--- src/rtl/ppc_pkg.sv ---
// Shared types and default sizes for the photon pulse conditioner.
package ppc_pkg;

    localparam int DT_W_DEF   = 8;
    localparam int ST_W_DEF   = 8;
    localparam int REJ_W_DEF  = 16;
    localparam int SYNC_DEPTH = 2;

    typedef enum logic [1:0] {
        IDLE,
        SETTLE,
        OPEN
    } ppc_state_e;

endpackage

--- src/rtl/sync_edge.sv ---
// Multi-flop synchroniser for an asynchronous level, followed by a registered
// rising-edge detector. `rise` is high for one cycle per synchronised 0->1.
module sync_edge
    import ppc_pkg::*;
#(
    parameter int DEPTH = SYNC_DEPTH
) (
    input  logic clk,
    input  logic rst_n,
    input  logic raw,
    output logic rise
);

    logic [DEPTH-1:0] sync_q;
    logic             last_q;

    // NOTE: every flop in a clocked process uses <= so all registers update
    // from pre-edge values; a blocking = here would collapse the chain.
    always_ff @(posedge clk or negedge rst_n) begin
        if (!rst_n) begin
            sync_q <= '0;
            last_q <= 1'b0;
        end else begin
            sync_q <= {sync_q[DEPTH-2:0], raw};
            last_q <= sync_q[DEPTH-1];
        end
    end

    assign rise = sync_q[DEPTH-1] & ~last_q;

endmodule

--- src/rtl/photon_pulse_conditioner.sv ---
// Photon/DMD front end: synchronises both inputs, runs the settle-blanking FSM,
// gates photon strobes and counts rejects per frame. PPC_DEADTIME_EN adds holdoff.
module photon_pulse_conditioner
    import ppc_pkg::*;
#(
    parameter int DT_W  = DT_W_DEF,
    parameter int ST_W  = ST_W_DEF,
    parameter int REJ_W = REJ_W_DEF
) (
    input  logic             clk,
    input  logic             rst_n,
    input  logic             sig,
    input  logic             DMD_sig,
    input  logic             enable,
    input  logic [DT_W-1:0]  deadtime,
    input  logic [ST_W-1:0]  settle,
    output logic             photon_pulse,
    output logic             frame_tick,
    output logic             window,
    output logic [REJ_W-1:0] reject_cnt,
    output logic [REJ_W-1:0] reject_last
);

    logic             photon_rise;
    logic             dmd_rise;
    ppc_state_e       state;
    ppc_state_e       next_state;
    logic [ST_W-1:0]  settle_cnt;
    logic [ST_W-1:0]  next_settle_cnt;
    logic             settle_zero;
    logic             holdoff_clear;
    logic             accept;
    logic             reject;
    logic             tick;
    logic [REJ_W-1:0] reject_sum;

    sync_edge u_sync_sig (
        .clk   (clk),
        .rst_n (rst_n),
        .raw   (sig),
        .rise  (photon_rise)
    );

    sync_edge u_sync_dmd (
        .clk   (clk),
        .rst_n (rst_n),
        .raw   (DMD_sig),
        .rise  (dmd_rise)
    );

    assign settle_zero = (settle == '0);

    always_ff @(posedge clk or negedge rst_n) begin
        if (!rst_n) begin
            state      <= IDLE;
            settle_cnt <= '0;
        end else begin
            state      <= next_state;
            settle_cnt <= next_settle_cnt;
        end
    end

    // NOTE: defaults first so every path assigns every output; otherwise the
    // tool infers latches to hold the unassigned values.
    always_comb begin
        next_state      = state;
        next_settle_cnt = settle_cnt;
        if (!enable) begin
            next_state      = IDLE;
            next_settle_cnt = '0;
        end else if (dmd_rise) begin
            // Any DMD edge restarts blanking; a zero setting skips it entirely.
            if (settle_zero) begin
                next_state      = OPEN;
                next_settle_cnt = '0;
            end else begin
                next_state      = SETTLE;
                next_settle_cnt = settle;
            end
        end else begin
            case (state)
                SETTLE: begin
                    if (settle_cnt <= ST_W'(1)) begin
                        next_state      = OPEN;
                        next_settle_cnt = '0;
                    end else begin
                        next_settle_cnt = settle_cnt - ST_W'(1);
                    end
                end
                default: ;
            endcase
        end
    end

`ifdef PPC_DEADTIME_EN
    logic [DT_W-1:0] holdoff;

    always_ff @(posedge clk or negedge rst_n) begin
        if (!rst_n) begin
            holdoff <= '0;
        end else if (!enable) begin
            holdoff <= '0;
        end else if (accept) begin
            holdoff <= deadtime;
        end else if (holdoff != '0) begin
            holdoff <= holdoff - DT_W'(1);
        end
    end

    assign holdoff_clear = (holdoff == '0);
`else
    logic unused_deadtime;

    assign unused_deadtime = ^deadtime;
    assign holdoff_clear   = 1'b1;
`endif

    // A DMD edge coinciding with a photon blanks it unless blanking is zero-length.
    assign accept = photon_rise & enable & (state == OPEN) & holdoff_clear
                  & ~(dmd_rise & ~settle_zero);
    assign reject = photon_rise & enable & (state != IDLE) & ~accept;
    assign tick   = dmd_rise & enable;

    always_comb begin
        reject_sum = reject_cnt;
        if (reject && (reject_cnt != '1)) begin
            reject_sum = reject_cnt + REJ_W'(1);
        end
    end

    always_ff @(posedge clk or negedge rst_n) begin
        if (!rst_n) begin
            photon_pulse <= 1'b0;
            frame_tick   <= 1'b0;
            window       <= 1'b0;
            reject_cnt   <= '0;
            reject_last  <= '0;
        end else begin
            photon_pulse <= accept;
            frame_tick   <= tick;
            window       <= (next_state == OPEN);
            // A reject landing with the frame tick belongs to the closing frame.
            if (tick) begin
                reject_last <= reject_sum;
                reject_cnt  <= '0;
            end else begin
                reject_cnt  <= reject_sum;
            end
        end
    end

endmodule

--- config.mk ---
export PLATFORM = sky130hd
export DESIGN_NAME = photon_pulse_conditioner
export DESIGN_NICKNAME = d
export VERILOG_FILES = /design/src/rtl/ppc_pkg.sv /design/src/rtl/sync_edge.sv /design/src/rtl/photon_pulse_conditioner.sv
export SDC_FILE = /design/constraint.sdc
export NUM_CORES = 1
export LEC_CHECK = 0
export CORE_AREA = 5 5 84 79
export DETAILED_ROUTE_END_ITERATION = 7
export DIE_AREA = 0 0 89 84
export DONT_BUFFER_PORTS = 1
export SYNTH_ARGS = -nofsm -noshare
export SYNTH_HDL_FRONTEND = slang
export SYNTH_HIERARCHICAL = 1
export SYNTH_SLANG_ARGS = --single-unit
--- constraint.sdc ---
create_clock -name clk -period 2.1 [get_ports clk]
set_input_delay 0.105 -clock clk [delete_from_list [all_inputs] [get_ports clk]]
set_output_delay 0.105 -clock clk [all_outputs]
set_load 0.01 [all_outputs]
==> metrics.cfg, run 1 <==
[floorplanning]
num_rows = 27
die-area_um2 = 7480
ioPinCount = 56
fp.dieW_um = 89
start_util = 0.444
die_h_um = 84
core_area_um2 = 5780

[pwr]
peakVddDrop_uv = 431
powerDensity_nw_per_um2 = 778
leakagePower_nw = 1.28
power_mw = 2.33

[outcome]
status = finished clean

[finish]
antennaDiodeCount = 0
n_fill_cell = 522
fin_nets = 319
final_core_utilization = 0.519
drive_gt1_frac = 0.203
fin_cells = 368
syn_to_final_growth_pct = 16.9

[placed_design]
dpl.cell_count = 350
dp_hpwl_um = 4250
place_ws_ns = 0.0986
port_buffers = 0
place_congestion = 0.856

[worst_setup_path]
reg2reg_slack_ns = 0.08
crit_family = compound AO/OA/AOI/OAI gates
cpPeakStageDelay_ns = 0.58
timing.rr.start = settle_cnt[6]
cp_cell_sequence = or4_4 > o41ai_4 > buf_4 > o21ai_2 > a221o_1
cp_max_fo = 5
endpoint_kind = flop
crit_arrival_ns = 2.22
rr_endpoint = settle_cnt[7]
path_buf_inv = 1
slowest_stage = or4_4
worstPathRequired_ns = 2.30
worst-setup-path-type = reg -> reg
reg2reg_depth = 5
start_kind = flop

[timing]
min_period_ns = 2.02
finalSetupViolCount = 0
hold_viol_final = 0
rsz0062_at_grt = true
finalSetupTns_ns = 0
fmaxAchievable_mhz = 495
worst_slack_ns = 0.0792
drv_slew = 0
slew_headroom = 0.568
fin_worst_skew_ns = 0.00570
post-route-period-util = 0.962
tightest_slew_ns = 0.643

[route]
drc_errors = 0
ant_nets = 0
finalWirelength_um = 5950
dr.pass1.iters = 4
vias = 2105
wl_per_cell_um = 16.2
first_iter_violations = 73
viasPerCell = 5.72

[synth]
yosys_warnings = 6
synth_edf_count = 0
ys_types = 50
syn_nets = 285
ys_seq_area_frac = 0.498
synthArstFlopShare = 1.00
synth_area_per_cell_um2 = 9.83
synth_area_um2 = 2560
synth-main-ff-cell = dfrtp_1
syn_inst = 261
ys_seq_elements = 51

[min_path]
min-delay-path-class = in -> reg
whs_endpoint = settle_cnt[3]
min_path_cells = 2
min-delay-start = settle[3]

[clock_tree]
clockRootBuffer = clkbuf_8
clk_pin_slew_ns = 0.10
tritoncts = done
cts_made_buffers = 5
cts_buffer_depth = 2
insertion_delay_ns = 0.31
cts_max_level = 2
cts_sinks = 51

[global_routing]
antenna_found_initial = 0
grt_max_degree = 52
grt_pass1_vias = 1951
gr-total-overflow = 0
gr-usage-all-layers = 0.168
grt_pass1_wl_um = 9890

[flow_run]
drv_cap = 0

## report_power, final
group          switching, mW  total, mW  internal [mW]  leakage [nW]
combinational          0.311      0.545          0.235         0.571
clock                  0.332      0.565          0.234        0.0412
sequential             0.129       1.22           1.09         0.663
## state kept, by name, summed over array words and instances (netlist names)
name / count
window: 1
frame_tick: 1
u_sync_sig/last_q: 1
u_sync_dmd/sync_q: 2
state: 2
u_sync_sig/sync_q: 2
settle_cnt: 8
photon_pulse: 1
reject_last: 16
reject_cnt: 16
u_sync_dmd/last_q: 1
## worst reg2reg max path, cell delays in order, from the launching register on
cell	delay, ns
dfrtp_1	0.42
or4_4	0.58
o41ai_4	0.34
buf_4	0.20
o21ai_2	0.06
a221o_1	0.32
## worst max path at each step
stage / start / end / slack [ns] / depth (start not counted)
global placement: settle_cnt[6] / settle_cnt[7] / 0.14 / 5
finish: settle_cnt[6] / settle_cnt[7] / 0.08 / 5
CTS: settle_cnt[6] / settle_cnt[7] / 0.09 / 5
detailed placement: settle_cnt[6] / settle_cnt[7] / 0.1 / 5
floorplan: reject_cnt[1] / reject_last[3] / 0.0002 / 7
global route: reject_cnt[1] / reject_last[0] / -0.03 / 6
## routing by layer
metal / vias up / routed length, um / track usage
met1: 1005 / 2890 / 0.250
li1: 1030 / - / -
met4: 0 / 118 / 0.0514
met5: - / 0 / 0
met2: 57 / 2540 / 0.235
met3: 13 / 399 / 0.0494
## placed cells by master (no fill, tap or decap), drive strengths merged, types with 2 or more instances in the layout
| master | count |
|---|---|
| dfrtp | 51 |
| nor2 | 33 |
| buf | 29 |
| nand2 | 25 |
| o21ai | 23 |
| a21oi | 17 |
| nand3 | 12 |
| a31oi | 10 |
| dlygate4sd3 | 8 |
| or4 | 8 |
| nor4 | 7 |
| inv | 7 |
| or3 | 7 |
| clkbuf | 6 |
| a211oi | 5 |
| o31ai | 5 |
| nand4 | 5 |
| nor2b | 5 |
| and2 | 4 |
| nor3 | 3 |
| ha | 3 |
| mux2i | 3 |
| o2111a | 2 |
| xnor2 | 2 |
| and3 | 2 |
| o211ai | 2 |
| o311ai | 2 |
## stage by stage
stage,area (um^2),hold WS [ns]
floorplan,2570,-0.191
global placement,2800,-0.189
detailed placement,2800,-0.188
CTS,2990,0.000363
global route,3000,0.00166
finish,3000,0.00328
## layout make-up
type	instances	area, um^2	area share
Inverter	7	26.3	0.00876
Clock buffer	6	72.6	0.0242
Timing Repair Buffer	37	318	0.106
Sequential cell	51	1280	0.426
Tap cell	72	90.1	0.0300
Clock inverter	2	12.5	0.00417
Multi-Input combinational cell	193	1200	0.401
## synthesized netlist by cell type (all sizes together), types with 3 or more instances
| cell type | number | area [um^2] |
|---|---|---|
| and2 | 4 | 25.0 |
| clkbuf | 7 | 27.5 |
| dfrtp | 51 | 1280 |
| nor2 | 33 | 124 |
| a21oi | 17 | 96.4 |
| nand4 | 5 | 46.3 |
| mux2i | 3 | 30.0 |
| buf | 3 | 36.3 |
| or4 | 8 | 72.6 |
| a31oi | 10 | 62.6 |
| nand3 | 12 | 60.1 |
| o31ai | 5 | 37.5 |
| nor2b | 5 | 46.3 |
| nor4 | 7 | 43.8 |
| or3 | 7 | 53.8 |
| nand2 | 25 | 93.8 |
| a211oi | 5 | 37.5 |
| o21ai | 23 | 130 |
| ha | 3 | 37.5 |
| inv | 7 | 26.3 |
| nor3 | 3 | 15.0 |
## kinds of logic (layout without fill, tap and decap cells)
family	count (synthesis)	count (layout)	share of synthesized area
multiplexers	3	3	0.0117
flip-flops	51	51	0.498
buffers and inverters	17	52	0.0351
AND/OR/NAND/NOR	112	112	0.234
AO/OA/AOI/OAI	73	73	0.200
XOR/XNOR	2	2	0.00683
adder cells (fa/ha/maj)	3	3	0.0146
## what timing repair did
| action | in CTS | in global routing |
|---|---|---|
| setup endpoints to repair | 0 | 12 |
| gates resized for setup | 0 | 1 |
| setup buffers | 0 | 1 |
| hold buffers | 9 | 0 |
| endpoints found under the hold margin | 60 | 0 |
Power figures use the tool's default switching activity.
==> run 2, diff against run 1 <==
CORE_AREA = 5 5 83 77   (was 5 5 84 79)
CTS_BUF_LIST = sky130_fd_sc_hd__clkbuf_16   (was not set)
DIE_AREA = 0 0 88 82   (was 0 0 89 84)
SYNTH_HIERARCHICAL = not set   (was 1)
==> metrics.cfg, run 2 <==
[outcome]
status = finished clean  ; unchanged

[floorplanning]
fp.dieW_um = 88  ; was 89 um
die_h_um = 82  ; was 84 um
num_rows = 26  ; was 27
die-area_um2 = 7220  ; was 7480 um^2
start_util = 0.447  ; was 0.444
ioPinCount = 56  ; unchanged
core_area_um2 = 5500  ; was 5780 um^2

[worst_setup_path]
timing.rr.start = settle_cnt[6]  ; unchanged
reg2reg_slack_ns = 0.09  ; was 0.08 ns
start_kind = flop  ; unchanged
worst-setup-path-type = reg -> reg  ; unchanged
crit_arrival_ns = 2.14  ; was 2.22 ns
endpoint_kind = flop  ; unchanged
cp_cell_sequence = or4_4 > o311ai_4 > nor2_1 > a21oi_1 > o21ai_0  ; was or4_4 > o41ai_4 > buf_4 > o21ai_2 > a221o_1
reg2reg_depth = 5  ; unchanged
cp_max_fo = 11  ; was 5
worstPathRequired_ns = 2.23  ; was 2.30 ns
slowest_stage = or4_4  ; unchanged
rr_endpoint = settle_cnt[3]  ; was settle_cnt[7]
cpPeakStageDelay_ns = 0.57  ; was 0.58 ns

[synth]
synth_area_um2 = 2450  ; was 2560 um^2
syn_nets = 275  ; was 285
synth_top_area_cell = dfrtp_1  ; unchanged
synth-main-ff-cell = dfrtp_1  ; unchanged
yosysMostFrequentCell = dfrtp_1  ; unchanged
synth_edf_count = 0  ; unchanged
yosys_warnings = 0  ; was 6
netlist.area_leader.share = 0.520  ; was 0.498
synthArstFlopShare = 1.00  ; unchanged
ys_types = 43  ; was 50
synth_area_per_cell_um2 = 9.78  ; was 9.83 um^2
ys_seq_area_frac = 0.520  ; was 0.498
yosys-top-cells-area = dfrtp_1 (52%), nand2_1 (4.6%), o21ai_0 (4.1%)  ; was dfrtp_1 (50%), nor2_1 (4.8%), nand2_1 (3.7%)
ys_seq_elements = 51  ; unchanged
synth_common_cells = dfrtp_1 (51), nand2_1 (30), nor2_1 (23)  ; was dfrtp_1 (51), nor2_1 (33), nand2_1 (25)
syn_inst = 251  ; was 261

[global_routing]
grt_pass1_wl_um = 9400  ; was 9890 um
antenna_found_initial = 0  ; unchanged
grt_pass1_vias = 1962  ; was 1951
gr-usage-all-layers = 0.171  ; was 0.168
grt_max_degree = 52  ; unchanged
gr-total-overflow = 0  ; unchanged

[clock_tree]
cts_buffer_depth = 2  ; unchanged
cts_made_buffers = 5  ; unchanged
clk_pin_slew_ns = 0.06  ; was 0.10 ns
insertion_delay_ns = 0.29  ; was 0.31 ns
tritoncts = done  ; unchanged
cts.repair.resized = 0  ; unchanged
clockRootBuffer = clkbuf_16  ; was clkbuf_8
post-cts-setup-buffer-count = 0  ; unchanged
cts_sinks = 51  ; unchanged
cts_max_level = 2  ; unchanged

[pwr]
internal_power_mw = 1.85  ; was 1.56 mW
leakagePower_nw = 1.24  ; was 1.28 nW
pwr-share-comb = 0.193  ; was 0.234
clockPowerShare = 0.349  ; was 0.242
p_sw_frac = 0.286  ; was 0.330
peakVddDrop_uv = 493  ; was 431 uV
p_sw_mw = 0.742  ; was 0.771 mW
power_mw = 2.59  ; was 2.33 mW
seqPwrFrac = 0.459  ; was 0.524
powerDensity_nw_per_um2 = 891  ; was 778 nW/um^2

[finish]
fin_nets = 299  ; was 319
fin_cells = 346  ; was 368
final_core_utilization = 0.529  ; was 0.519
n_fill_cell = 515  ; was 522
register_area_um2 = 1280  ; about the same
final_common_cell = dfrtp_1  ; unchanged
syn_to_final_growth_pct = 18.4  ; was 16.9%
drive_gt1_frac = 0.138  ; was 0.203
antennaDiodeCount = 0  ; unchanged
reg.largest.list = reject_cnt (16), reject_last (16), settle_cnt (8)  ; unchanged
design_area_um2 = 2910  ; was 3000 um^2
layout_common_cells = dfrtp_1 (51), nand2_1 (30), nor2_1 (23)  ; was dfrtp_1 (50), nor2_1 (33), buf_4 (28)
multi_input_area_um2 = 1100  ; was 1200 um^2

[flow_run]
drv_cap = 0  ; unchanged

[placed_design]
placed_cell_area_um2 = 2640  ; was 2800 um^2
port_buffers = 0  ; unchanged
dpl.cell_count = 329  ; was 350
place_congestion = 0.877  ; was 0.856
dp_hpwl_um = 3920  ; was 4250 um

[route]
ant_nets = 0  ; unchanged
viasPerCell = 5.54  ; was 5.72
dr.pass1.iters = 4  ; unchanged
finalWirelength_um = 5480  ; was 5950 um
drc_errors = 0  ; unchanged
vias = 1918  ; was 2105
first_iter_violations = 63  ; was 73
wl_per_cell_um = 15.8  ; was 16.2 um

[min_path]
min_path_cells = 2  ; unchanged
min-delay-path-class = in -> reg  ; unchanged
min-delay-start = settle[1]  ; was settle[3]
whs_endpoint = settle_cnt[1]  ; was settle_cnt[3]

[timing]
min_period_ns = 2.01  ; was 2.02 ns
drv_slew = 0  ; unchanged
slew_headroom = 0.357  ; was 0.568
finalSetupTns_ns = 0  ; unchanged
fmaxAchievable_mhz = 498  ; was 495 MHz
finalSetupViolCount = 0  ; unchanged
hold_viol_final = 0  ; unchanged
post-route-period-util = 0.956  ; was 0.962
fin_worst_skew_ns = 0.00518  ; was 0.00570 ns
rsz0062_at_grt = false  ; was true
tightest_slew_ns = 0.956  ; was 0.643 ns

## run 2: cell types whose count changed after synthesis, moves of 5 or more
cell / previous run / this run
nor2_1: 33 / 23
nor3_1: 3 / 9
o21ai_0: 14 / 20
xor2_1: 0 / 6
nand2_1: 25 / 30
nand3_1: 12 / 7
## run 2: how the worst max path moves through the flow
stage | from | endpoint | slack [ns] | depth (start not counted)
after floorplan | reject_cnt[0] | reject_last[5] | 0.13 | 8
after global placement | settle_cnt[6] | settle_cnt[0] | 0.12 | 5
after detailed placement | settle_cnt[4] | settle_cnt[0] | 0.13 | 5
after CTS | settle_cnt[6] | settle_cnt[3] | 0.09 | 5
after global routing | settle_cnt[6] | settle_cnt[0] | 0.005 | 5
final | settle_cnt[6] | settle_cnt[3] | 0.09 | 5
## run 2: cell type report
type | count | share of cell area
Multi-Input combinational cell | 182 | 0.378
Inverter | 9 | 0.0116
Sequential cell | 51 | 0.439
Timing Repair Buffer | 26 | 0.0852
Tap cell | 70 | 0.0301
Clock inverter | 3 | 0.0133
Clock buffer | 5 | 0.0430
## run 2: power by group through the flow
| stage | registers, mW | clock network (mW) | logic [mW] |
|---|---|---|---|
| 2_1_floorplan | 1.18 | 0 | 0.392 |
| 3_3_place_gp | 1.21 | 0 | 0.459 |
| 3_5_place_dp | 1.21 | 0 | 0.460 |
| 4_1_cts | 1.19 | 0.927 | 0.500 |
| 5_1_grt | 1.20 | 0.979 | 0.570 |
| 6_report | 1.19 | 0.903 | 0.498 |
## run 2: critical path, delay by kind of cell, from the launching register on
kind | cells | cell delay, ns
flops | 1 | 0.39
compound gates | 3 | 0.74
simple gates | 2 | 0.71
## run 2: kinds of logic after synthesis
| family | Yosys count | share of synthesized area |
|---|---|---|
| AO/OA/AOI/OAI | 69 | 0.189 |
| XOR/XNOR | 6 | 0.0214 |
| adder cells (fa/ha/maj) | 3 | 0.0153 |
| buffers and inverters | 18 | 0.0331 |
| flip-flops | 51 | 0.520 |
| multiplexers | 1 | 0.00408 |
| AND/OR/NAND/NOR | 103 | 0.218 |
## run 2: stage by stage
| step | worst slack (ns) | hold slack, ns |
|---|---|---|
| after floorplan | 0.130 | -0.191 |
| after detailed placement | 0.130 | -0.189 |
| after CTS | 0.0904 | 0.0103 |
| after global routing | 0.00454 | 0.0173 |
| after global placement | 0.117 | -0.189 |
| final | 0.0925 | 0.0114 |
## run 2: what timing repair did
item / in CTS / in global routing
endpoints found under the hold margin: 60 / 0
setup endpoints to repair: 0 / 5
hold buffers: 9 / 0
## run 2: per-layer routing
| metal | global-route usage | up-vias | share of wire |
|---|---|---|---|
| li1 | - | 963 | - |
| met1 | 0.204 | 900 | 0.44 |
| met2 | 0.285 | 46 | 0.47 |
| met3 | 0.0522 | 9 | 0.071 |
| met4 | 0.0752 | 0 | 0.019 |
| met5 | 0 | - | 0 |
